===== src/rtl/patch_sum_collector_pkg.sv =====
// Shared record layout and sizing helpers for the patch sum collection path.
package patch_sum_collector_pkg;

    function automatic int unsigned clog2(input int unsigned v);
        int unsigned r = 0;
        while ((32'd1 << r) < v) r++;
        return r;
    endfunction

    localparam int unsigned N_REDUCER_DEF  = 4;
    localparam int unsigned N_PATCH_DEF    = 64;
    localparam int unsigned FIFO_DEPTH_DEF = 16;

    localparam int unsigned PATCH_NUM_W = clog2(N_PATCH_DEF);
    localparam int unsigned ROW_W       = 11;
    localparam int unsigned SUM_W       = 32;
    localparam int unsigned SRC_W       = clog2(N_REDUCER_DEF);

    typedef struct packed {
        logic [SRC_W-1:0]       src;
        logic [PATCH_NUM_W-1:0] num;
        logic [ROW_W-1:0]       row;
        logic [SUM_W-1:0]       sum;
    } rec_t;

    localparam int unsigned REC_W = $bits(rec_t);

endpackage


===== src/rtl/sync_fifo_fwft.sv =====
// First-word-fall-through synchronous FIFO; DEPTH must be a power of two.
module sync_fifo_fwft
    import patch_sum_collector_pkg::*;
#(
    parameter int unsigned WIDTH = 8,
    parameter int unsigned DEPTH = 16
) (
    input  logic                    clk,
    input  logic                    reset_n,
    input  logic                    push,
    input  logic                    pop,
    input  logic [WIDTH-1:0]        din,
    output logic [WIDTH-1:0]        dout,
    output logic [clog2(DEPTH):0]   count,
    output logic                    empty,
    output logic                    full
);
    localparam int unsigned AW = clog2(DEPTH);
    localparam logic [AW:0]   CNT_ONE  = 1;
    localparam logic [AW:0]   CNT_FULL = DEPTH[AW:0];
    localparam logic [AW-1:0] PTR_ONE  = 1;

    logic [WIDTH-1:0] r_mem [DEPTH];
    logic [AW-1:0]    r_wr_ptr;
    logic [AW-1:0]    r_rd_ptr;
    logic [AW:0]      r_count;
    logic             w_push;
    logic             w_pop;

    always_comb begin
        empty  = (r_count == '0);
        full   = (r_count == CNT_FULL);
        w_push = push && !full;
        w_pop  = pop && !empty;
        dout   = r_mem[r_rd_ptr];
        count  = r_count;
    end

    always_ff @(posedge clk) begin
        if (w_push) r_mem[r_wr_ptr] <= din;
    end

    always_ff @(posedge clk or negedge reset_n) begin
        if (!reset_n) begin
            r_wr_ptr <= '0;
            r_rd_ptr <= '0;
            r_count  <= '0;
        end else begin
            if (w_push) r_wr_ptr <= r_wr_ptr + PTR_ONE;
            if (w_pop)  r_rd_ptr <= r_rd_ptr + PTR_ONE;
            if (w_push && !w_pop)      r_count <= r_count + CNT_ONE;
            else if (!w_push && w_pop) r_count <= r_count - CNT_ONE;
        end
    end

endmodule


===== src/rtl/patch_sum_collector.sv =====
// Collects per-reducer completion records, round-robin arbitrates them into
// a FWFT FIFO and streams them out on a valid/ready interface.
module patch_sum_collector
    import patch_sum_collector_pkg::*;
#(
    parameter int unsigned N_REDUCER  = 4,
    parameter int unsigned N_PATCH    = 64,
    parameter int unsigned N_ROW_SIZE = 11,
    parameter int unsigned FP_SIZE    = 32,
    parameter int unsigned FIFO_DEPTH = 16
) (
    input  logic                                  clk,
    input  logic                                  reset_n,
    input  logic [N_REDUCER-1:0]                  done,
    input  logic [N_REDUCER*clog2(N_PATCH)-1:0]   num_in,
    input  logic [N_REDUCER*N_ROW_SIZE-1:0]       row_in,
    input  logic [N_REDUCER*FP_SIZE-1:0]          sum_in,
    output logic                                  out_valid,
    input  logic                                  out_ready,
    output logic [clog2(N_PATCH)-1:0]             out_num,
    output logic [N_ROW_SIZE-1:0]                 out_row,
    output logic [FP_SIZE-1:0]                    out_sum,
    output logic [clog2(N_REDUCER)-1:0]           out_src,
    output logic [clog2(FIFO_DEPTH):0]            fifo_count,
    output logic                                  overflow,
    input  logic                                  clear_overflow
);
    localparam int unsigned PW = clog2(N_PATCH);
    localparam int unsigned SW = clog2(N_REDUCER);
    localparam int unsigned RW = SW + PW + N_ROW_SIZE + FP_SIZE;

    logic [N_REDUCER-1:0]  r_pend;
    logic [PW-1:0]         r_slot_num [N_REDUCER];
    logic [N_ROW_SIZE-1:0] r_slot_row [N_REDUCER];
    logic [FP_SIZE-1:0]    r_slot_sum [N_REDUCER];
    logic [SW-1:0]         r_rr_ptr;
    logic                  r_overflow;

    logic                  w_gnt_valid;
    logic [SW-1:0]         w_gnt_idx;
    logic [N_REDUCER-1:0]  w_gnt_onehot;
    logic                  w_collide;
    logic [RW-1:0]         w_fifo_din;
    logic [RW-1:0]         w_fifo_dout;
    logic                  w_fifo_empty;
    logic                  w_fifo_full;

    // First pending slot at or after rr_ptr; no grant while the FIFO is full.
    always_comb begin
        int unsigned j;
        j            = 0;
        w_gnt_valid  = 1'b0;
        w_gnt_idx    = '0;
        w_gnt_onehot = '0;
        for (int unsigned k = 0; k < N_REDUCER; k++) begin
            j = (32'(r_rr_ptr) + k) % N_REDUCER;
            if (!w_gnt_valid && r_pend[j] && !w_fifo_full) begin
                w_gnt_valid = 1'b1;
                w_gnt_idx   = SW'(j);
            end
        end
        if (w_gnt_valid) w_gnt_onehot[w_gnt_idx] = 1'b1;
        w_collide  = |(done & r_pend & ~w_gnt_onehot);
        w_fifo_din = {w_gnt_idx, r_slot_num[w_gnt_idx], r_slot_row[w_gnt_idx],
                      r_slot_sum[w_gnt_idx]};
    end

    // A new capture takes priority over clearing the slot that is being granted.
    always_ff @(posedge clk or negedge reset_n) begin
        if (!reset_n) begin
            r_pend <= '0;
            for (int unsigned i = 0; i < N_REDUCER; i++) begin
                r_slot_num[i] <= '0;
                r_slot_row[i] <= '0;
                r_slot_sum[i] <= '0;
            end
        end else begin
            for (int unsigned i = 0; i < N_REDUCER; i++) begin
                if (done[i]) begin
                    r_pend[i]     <= 1'b1;
                    r_slot_num[i] <= num_in[i*PW +: PW];
                    r_slot_row[i] <= row_in[i*N_ROW_SIZE +: N_ROW_SIZE];
                    r_slot_sum[i] <= sum_in[i*FP_SIZE +: FP_SIZE];
                end else if (w_gnt_onehot[i]) begin
                    r_pend[i] <= 1'b0;
                end
            end
        end
    end

    always_ff @(posedge clk or negedge reset_n) begin
        if (!reset_n) begin
            r_rr_ptr <= '0;
        end else if (w_gnt_valid) begin
            r_rr_ptr <= (w_gnt_idx == SW'(N_REDUCER - 1)) ? '0 : w_gnt_idx + SW'(1);
        end
    end

    always_ff @(posedge clk or negedge reset_n) begin
        if (!reset_n)            r_overflow <= 1'b0;
        else if (w_collide)      r_overflow <= 1'b1;
        else if (clear_overflow) r_overflow <= 1'b0;
    end

    sync_fifo_fwft #(
        .WIDTH (RW),
        .DEPTH (FIFO_DEPTH)
    ) u_fifo (
        .clk     (clk),
        .reset_n (reset_n),
        .push    (w_gnt_valid),
        .pop     (out_ready),
        .din     (w_fifo_din),
        .dout    (w_fifo_dout),
        .count   (fifo_count),
        .empty   (w_fifo_empty),
        .full    (w_fifo_full)
    );

    // Head fields forced to zero when empty so reset shows a clean bus.
    always_comb begin
        out_valid = !w_fifo_empty;
        {out_src, out_num, out_row, out_sum} = w_fifo_empty ? '0 : w_fifo_dout;
        overflow  = r_overflow;
    end

endmodule

===== config.mk =====
export PLATFORM = sky130hd
export DESIGN_NAME = patch_sum_collector
export DESIGN_NICKNAME = d
export VERILOG_FILES = /design/src/rtl/patch_sum_collector_pkg.sv /design/src/rtl/sync_fifo_fwft.sv /design/src/rtl/patch_sum_collector.sv
export SDC_FILE = /design/constraint.sdc
export NUM_CORES = 1
export LEC_CHECK = 0
export ABC_AREA = 1
export CAP_MARGIN = 40
export CORE_MARGIN = 10
export CORE_UTILIZATION = 45
export CTS_BUF_LIST = sky130_fd_sc_hd__clkbuf_8 sky130_fd_sc_hd__clkbuf_16
export DETAILED_ROUTE_END_ITERATION = 7
export DONT_BUFFER_PORTS = 1
export GPL_TIMING_DRIVEN = 0
export SYNTH_ARGS = -nofsm -noshare
export SYNTH_HDL_FRONTEND = slang
export SYNTH_SLANG_ARGS = --single-unit

===== constraint.sdc =====
create_clock -name clk -period 9.5 [get_ports clk]
set_input_delay 2.85 -clock clk [delete_from_list [all_inputs] [get_ports clk]]
set_output_delay 2.85 -clock clk [all_outputs]
set_load 0.01 [all_outputs]

Word-level counts from Yosys, hierarchy flattened. Memory sizes are Yosys's and may differ from the RTL's. Index checks and enable logic that the tools add are counted.

Bits of input ports: 204. Memories: 1. Register bits after elaboration: 216. Output and inout bits: 58. Bits in writable memories: 816.

Eq/ne operators: 2. Multiplexer cells: 44. Bitwise gates (word level): 4. Add/sub/neg operators: 8. $lt $le $gt $ge: 7. Reduce and logical (&&, ||, !) cells: 27.

Memories: u_fifo.r_mem (words 16, width 51, rd ports 1, clocked after memory_dff 0, wr ports 1, RTL line sync_fifo_fwft.sv:23) `logic [WIDTH-1:0] r_mem [DEPTH];`.

Operators by type and width (count): $bmux W32 S2 (1); $mux W32 (2); $mux W51 (1); $bmux W11 S2 (1); $mux W11 (2); $mux W1 (21); $lt A2 B3 Y1 const B (5); $bmux W6 S2 (1); $logic_and A1 B1 Y1 (12); $mux W6 (2); $reduce_bool A2 Y1 (6); $mux W2 (5); $mux W5 (2); $add A4 B1 Y4 const B (2); $and A4 B4 Y4 (2); $bmux W1 S2 (4); $logic_not A1 Y1 (7); $add A5 B1 Y5 const B (1); $eq A5 B5 Y1 const B (1); $logic_not A5 Y1 (1); $sub A5 B1 Y5 const B (1); $add A2 B1 Y2 const B (2); $add A2 B2 Y2 const B (2); $mux W4 (1); 7 further kinds (7).

Depth between registers and ports, before layout.
Depth in word-level cells: 25. Gate-level depth with buffers: 18. Depth with buffers taken out: 16.

Hierarchy. From an unflattened synthesis, not the netlist that was laid out.

Cell total of the unflattened synthesis: 4609. Area, all modules: 44886.8 um2.

Modules (own cells, without submodules): sync_fifo_fwft (times used 1, cells each 3294, area each 34842.2 um2, seq. area each 24828.8 um2); patch_sum_collector (times used 1, cells each 1315, area each 10044.6 um2, seq. area each 5079.9 um2).

Worst setup path after synthesis. No wires, ideal clock.

Kind: flip-flop to output port. From: register u_fifo.r_rd_ptr[0]. To: output port out_src[0]. Arrival time: 1693 ps. Required time: 6650 ps. Path slack: 4957 ps. Stages on the path, launching flop included: 9. Cells stage by stage: dfrtp_1 > inv_1 > buf_2 > buf_2 > buf_1 > nor2_1 > o221ai_1 > o211ai_1 > a21oi_1.

Word-level cells in the longest chain between the ends: 2.

Ends and longest elaborated chain: start: declaration (RTL line sync_fifo_fwft.sv:25) `logic [AW-1:0] r_rd_ptr;`; start signal: assignment (RTL line sync_fifo_fwft.sv:50) `if (w_pop) r_rd_ptr <= r_rd_ptr + PTR_ONE;`; $mem_v2 Z16 W51; $mux W51 (RTL line patch_sum_collector.sv:123) `{out_src, out_num, out_row, out_sum} = w_fifo_empty ? '0 : w_fifo_dout;`; end: declaration (RTL line patch_sum_collector.sv:23) `output logic [clog2(N_REDUCER)-1:0] out_src,`.

Every way passes these cells.

Worst setup path in the final report.
From: register u_fifo.r_rd_ptr[1]. To: output port out_row[10].

Word-level cells in the longest chain between the ends: 2.

Ends and longest elaborated chain: $mem_v2 Z16 W51; $mux W51 (RTL line patch_sum_collector.sv:123); end: declaration (RTL line patch_sum_collector.sv:21) `output logic [N_ROW_SIZE-1:0] out_row,`.

Every way passes these cells.

==> summary.txt <==
Timing
  – Fmax achieved: 141.2 MHz
  – Headroom to the max-slew limit: 0.3633
  – Max-slew violations: 0
  – Post-route setup TNS: 0 ns
  – Final min period: between 7 and 8 ns
  – Setup-failing EPs final: 0
  – Final period utilization: 0.7457
  – Setup Skew: 0.02378 ns
  – Final Hold Fails: 0
  – Setup ws final: 2.416 ns
  – Worst Max-Slew Pin Slew: 0.9550 ns
  – RSZ-0062 raised after global routing: no

Setup path
  – Critical Path Sink: out_row[10]
  – CP endpoint kind: output port
  – RR Endpoint: u_fifo.r_mem[8][12]$_DFFE_PP_
  – CP Max Fanout: 10
  – R2R Setup Slk: 5.97 ns
  – CP required: 6.65 ns
  – Cell breakdown of the critical path: clkbuf_1, inv_1, buf_2, clkbuf_1, o21ai_0, o221ai_1, nand3_1, a21oi_1
  – CP dominant cell by count: clkbuf_1
  – Path length in cells of the critical path: 8
  – Buffers plus inverters on the worst setup path: 4
  – Slowest stage delay, CP: 0.68 ns
  – Arrival @ worst endpoint: around 4.2 ns
  – Reg-to-reg startpoint: u_fifo.count[0]$_DFFE_PN0P_
  – Reg2reg path depth: 10
  – CP top delay family: buffers and inverters
  – Setup CP Type: register to output port
  – Startpoint types: register
  – Worst setup path start: u_fifo.r_rd_ptr[1]$_DFFE_PN0P_
  – Slowest cell on crit path: clkbuf_1

Clock network
  – CTS resizes: 0
  – H-tree lvl count: 3
  – # Post-CTS Setup Buffers: 0
  – CTS tree: done
  – Worst-skew pair later-pin latency: 0.68 ns
  – Num Clock Sinks: 1032
  – Clock slew at reported path FFs: 0.07 ns
  – Root buf cell: clkbuf_16
  – CTS Buffer Depth: 3
  – CTS Buf Count: 103
  – Post-CTS Hold Buffers: 0

Drt
  – TritonRoute pass-1 iters: 5
  – DRT Wirelength: approximately 140 mm
  – Via/cell ratio: 5.904
  – Vias: roughly 30000
  – Post-DR wirelength/cell: between 20 and 30 um
  – # DRC: 0
  – Antenna Nets Post-Route: 0
  – Initial DRC Count: approximately 3600

Cells and area
  – Antenna diodes: 0
  – Share of layout cells above drive strength 1: 0.07433
  – Most frequent cells in the layout: 816 x edfxtp_1, 592 x o21ai_0, 420 x nor2_1, 398 x nand2_1, 259 x nand3_1
  – Fill cells: 8219
  – Final core occ: 0.5176
  – Final net count: 3951
  – Multi-input logic area: roughly 10000 um^2
  – Commonest non-fill, non-tap cell in the layout: edfxtp_1
  – Seq. cell area: 29910 um^2
  – Area grow syn2layout: 14.50%

Floorplanning
  – Core area: 93050 um^2
  – Die area: 106100 um^2
  – Die W: 325.7 um
  – IO Pins: 262
  – DIE HEIGHT: 325.7 um
  – # rows: between 100 and 150
  – Initial Util: 0.4520

GRT
  – GRT Util Overall: 0.2586
  – Initial antenna violation count: 3
  – Gr ovfl total: 0
  – Pin count of the biggest net entering global routing: 217
  – Vias in the first global route: 29490
  – First-pass GRT wire length: 203.3 mm

Logic synthesis
  – Synth warn: 0
  – Seq/Total Area, Yosys: 0.7111
  – Mapped cell area: 42060 um^2
  – Syn Nets: approximately 3800
  – Synth Register Bits: a little over 1000
  – Mapped Cells: 3574
  – Syn avg cell area: 11.77 um^2
  – Netlist cell types: 33

Job
  – Max-cap viol count: 0

Placed design
  – Placer Congestion: 0.8488
  – Detail Placement HPWL: 98.55 mm
  – Pre-CTS setup slack: 3.179 ns
  – Port bufs: 0

Status
  – Outcome: finished, final reports clean

Worst hold path
  – Hold/Removal Path Class: register to register
[registers in the layout, summed over array words and instances (netlist names)]
register         flops
overflow             1
r_rr_ptr             2
r_slot_sum         128
r_slot_num          24
r_pend               4
u_fifo.r_wr_ptr      4
r_slot_row          44
u_fifo.r_mem       816
u_fifo.r_rd_ptr      4
u_fifo.count         5
[area by class of cell]
class | instances | share of cell area
clock inverters | 82 | 0.01382
well taps | 1254 | 0.03258
flip-flops and latches | 1032 | 0.6210
clock buffers | 111 | 0.05627
inverters | 223 | 0.01743
repair buffers | 54 | 0.02146
multi-input cells | 2058 | 0.2146
plain buffers | 261 | 0.02279
[stage by stage]
stage          cell area (um^2)  hold WS [ns]  instances
2_1_floorplan             42060        0.4808       3574
3_3_place_gp              43630        0.5014       4828
3_5_place_dp              44760        0.5120       4880
4_1_cts                   48130        0.5263       5073
5_1_grt                   48160        0.5369       5075
6_report                  48160        0.5181       5075
[per-layer routing]
metal	GRT usage	part of all wire
met1	0.3449	0.39
met2	0.4173	0.47
met3	0.05852	0.11
met4	0.08322	0.033
met5	0	0.000064
[tightest hold or removal path: stages, from the launching register on]
cell     delay, ns
dfrtp_1       0.31
inv_1         0.04
o21ai_0       0.12
[worst min path at each step]
stage | to | from | cells after the start | slack [ns]
CTS | r_slot_row[21]$_DFFE_PN0P_ | r_slot_row[21]$_DFFE_PN0P_ | 2 | 0.53
global route | r_slot_sum[59]$_DFFE_PN0P_ | r_slot_sum[59]$_DFFE_PN0P_ | 2 | 0.54
global placement | r_slot_sum[92]$_DFFE_PN0P_ | r_slot_sum[92]$_DFFE_PN0P_ | 2 | 0.50
finish | r_slot_sum[39]$_DFFE_PN0P_ | r_slot_sum[39]$_DFFE_PN0P_ | 2 | 0.52
detailed placement | r_slot_sum[39]$_DFFE_PN0P_ | r_slot_sum[39]$_DFFE_PN0P_ | 2 | 0.51
floorplan | r_pend[1]$_DFFE_PN0P_ | r_pend[1]$_DFFE_PN0P_ | 2 | 0.48
[cells by family after synthesis]
family | Yosys count | share of synthesized area
flops | 1032 | 0.7111
buf+inv | 484 | 0.04605
compound gates | 929 | 0.1292
simple gates | 1107 | 0.1077
xor+xnor | 8 | 0.001666
fa+ha+maj | 14 | 0.004343
[Yosys cell counts (all sizes together)]
master,number,area (um^2)
fa,1,20.02
inv,221,832.1
nand2,402,1524
nor3,1,5.000
xor2,7,61.31
a21oi,56,284.0
clkbuf,202,758.2
clkinv,2,7.510
o211ai,55,412.9
ha,13,162.7
buf,59,339.1
o22ai,55,344.1
nand4,5,31.28
edfxtp,816,24500
a31oi,1,6.260
o221ai,149,1305
xnor2,1,8.760
o21ai,608,3043
or2,1,6.260
nand3,262,1326
a21o,5,37.54
nor2,436,1637
dfrtp,216,5405
Power is left out: the tool's default activity adds up to more than one toggle a clock period on the data nets, which glitch-free logic cannot reach.
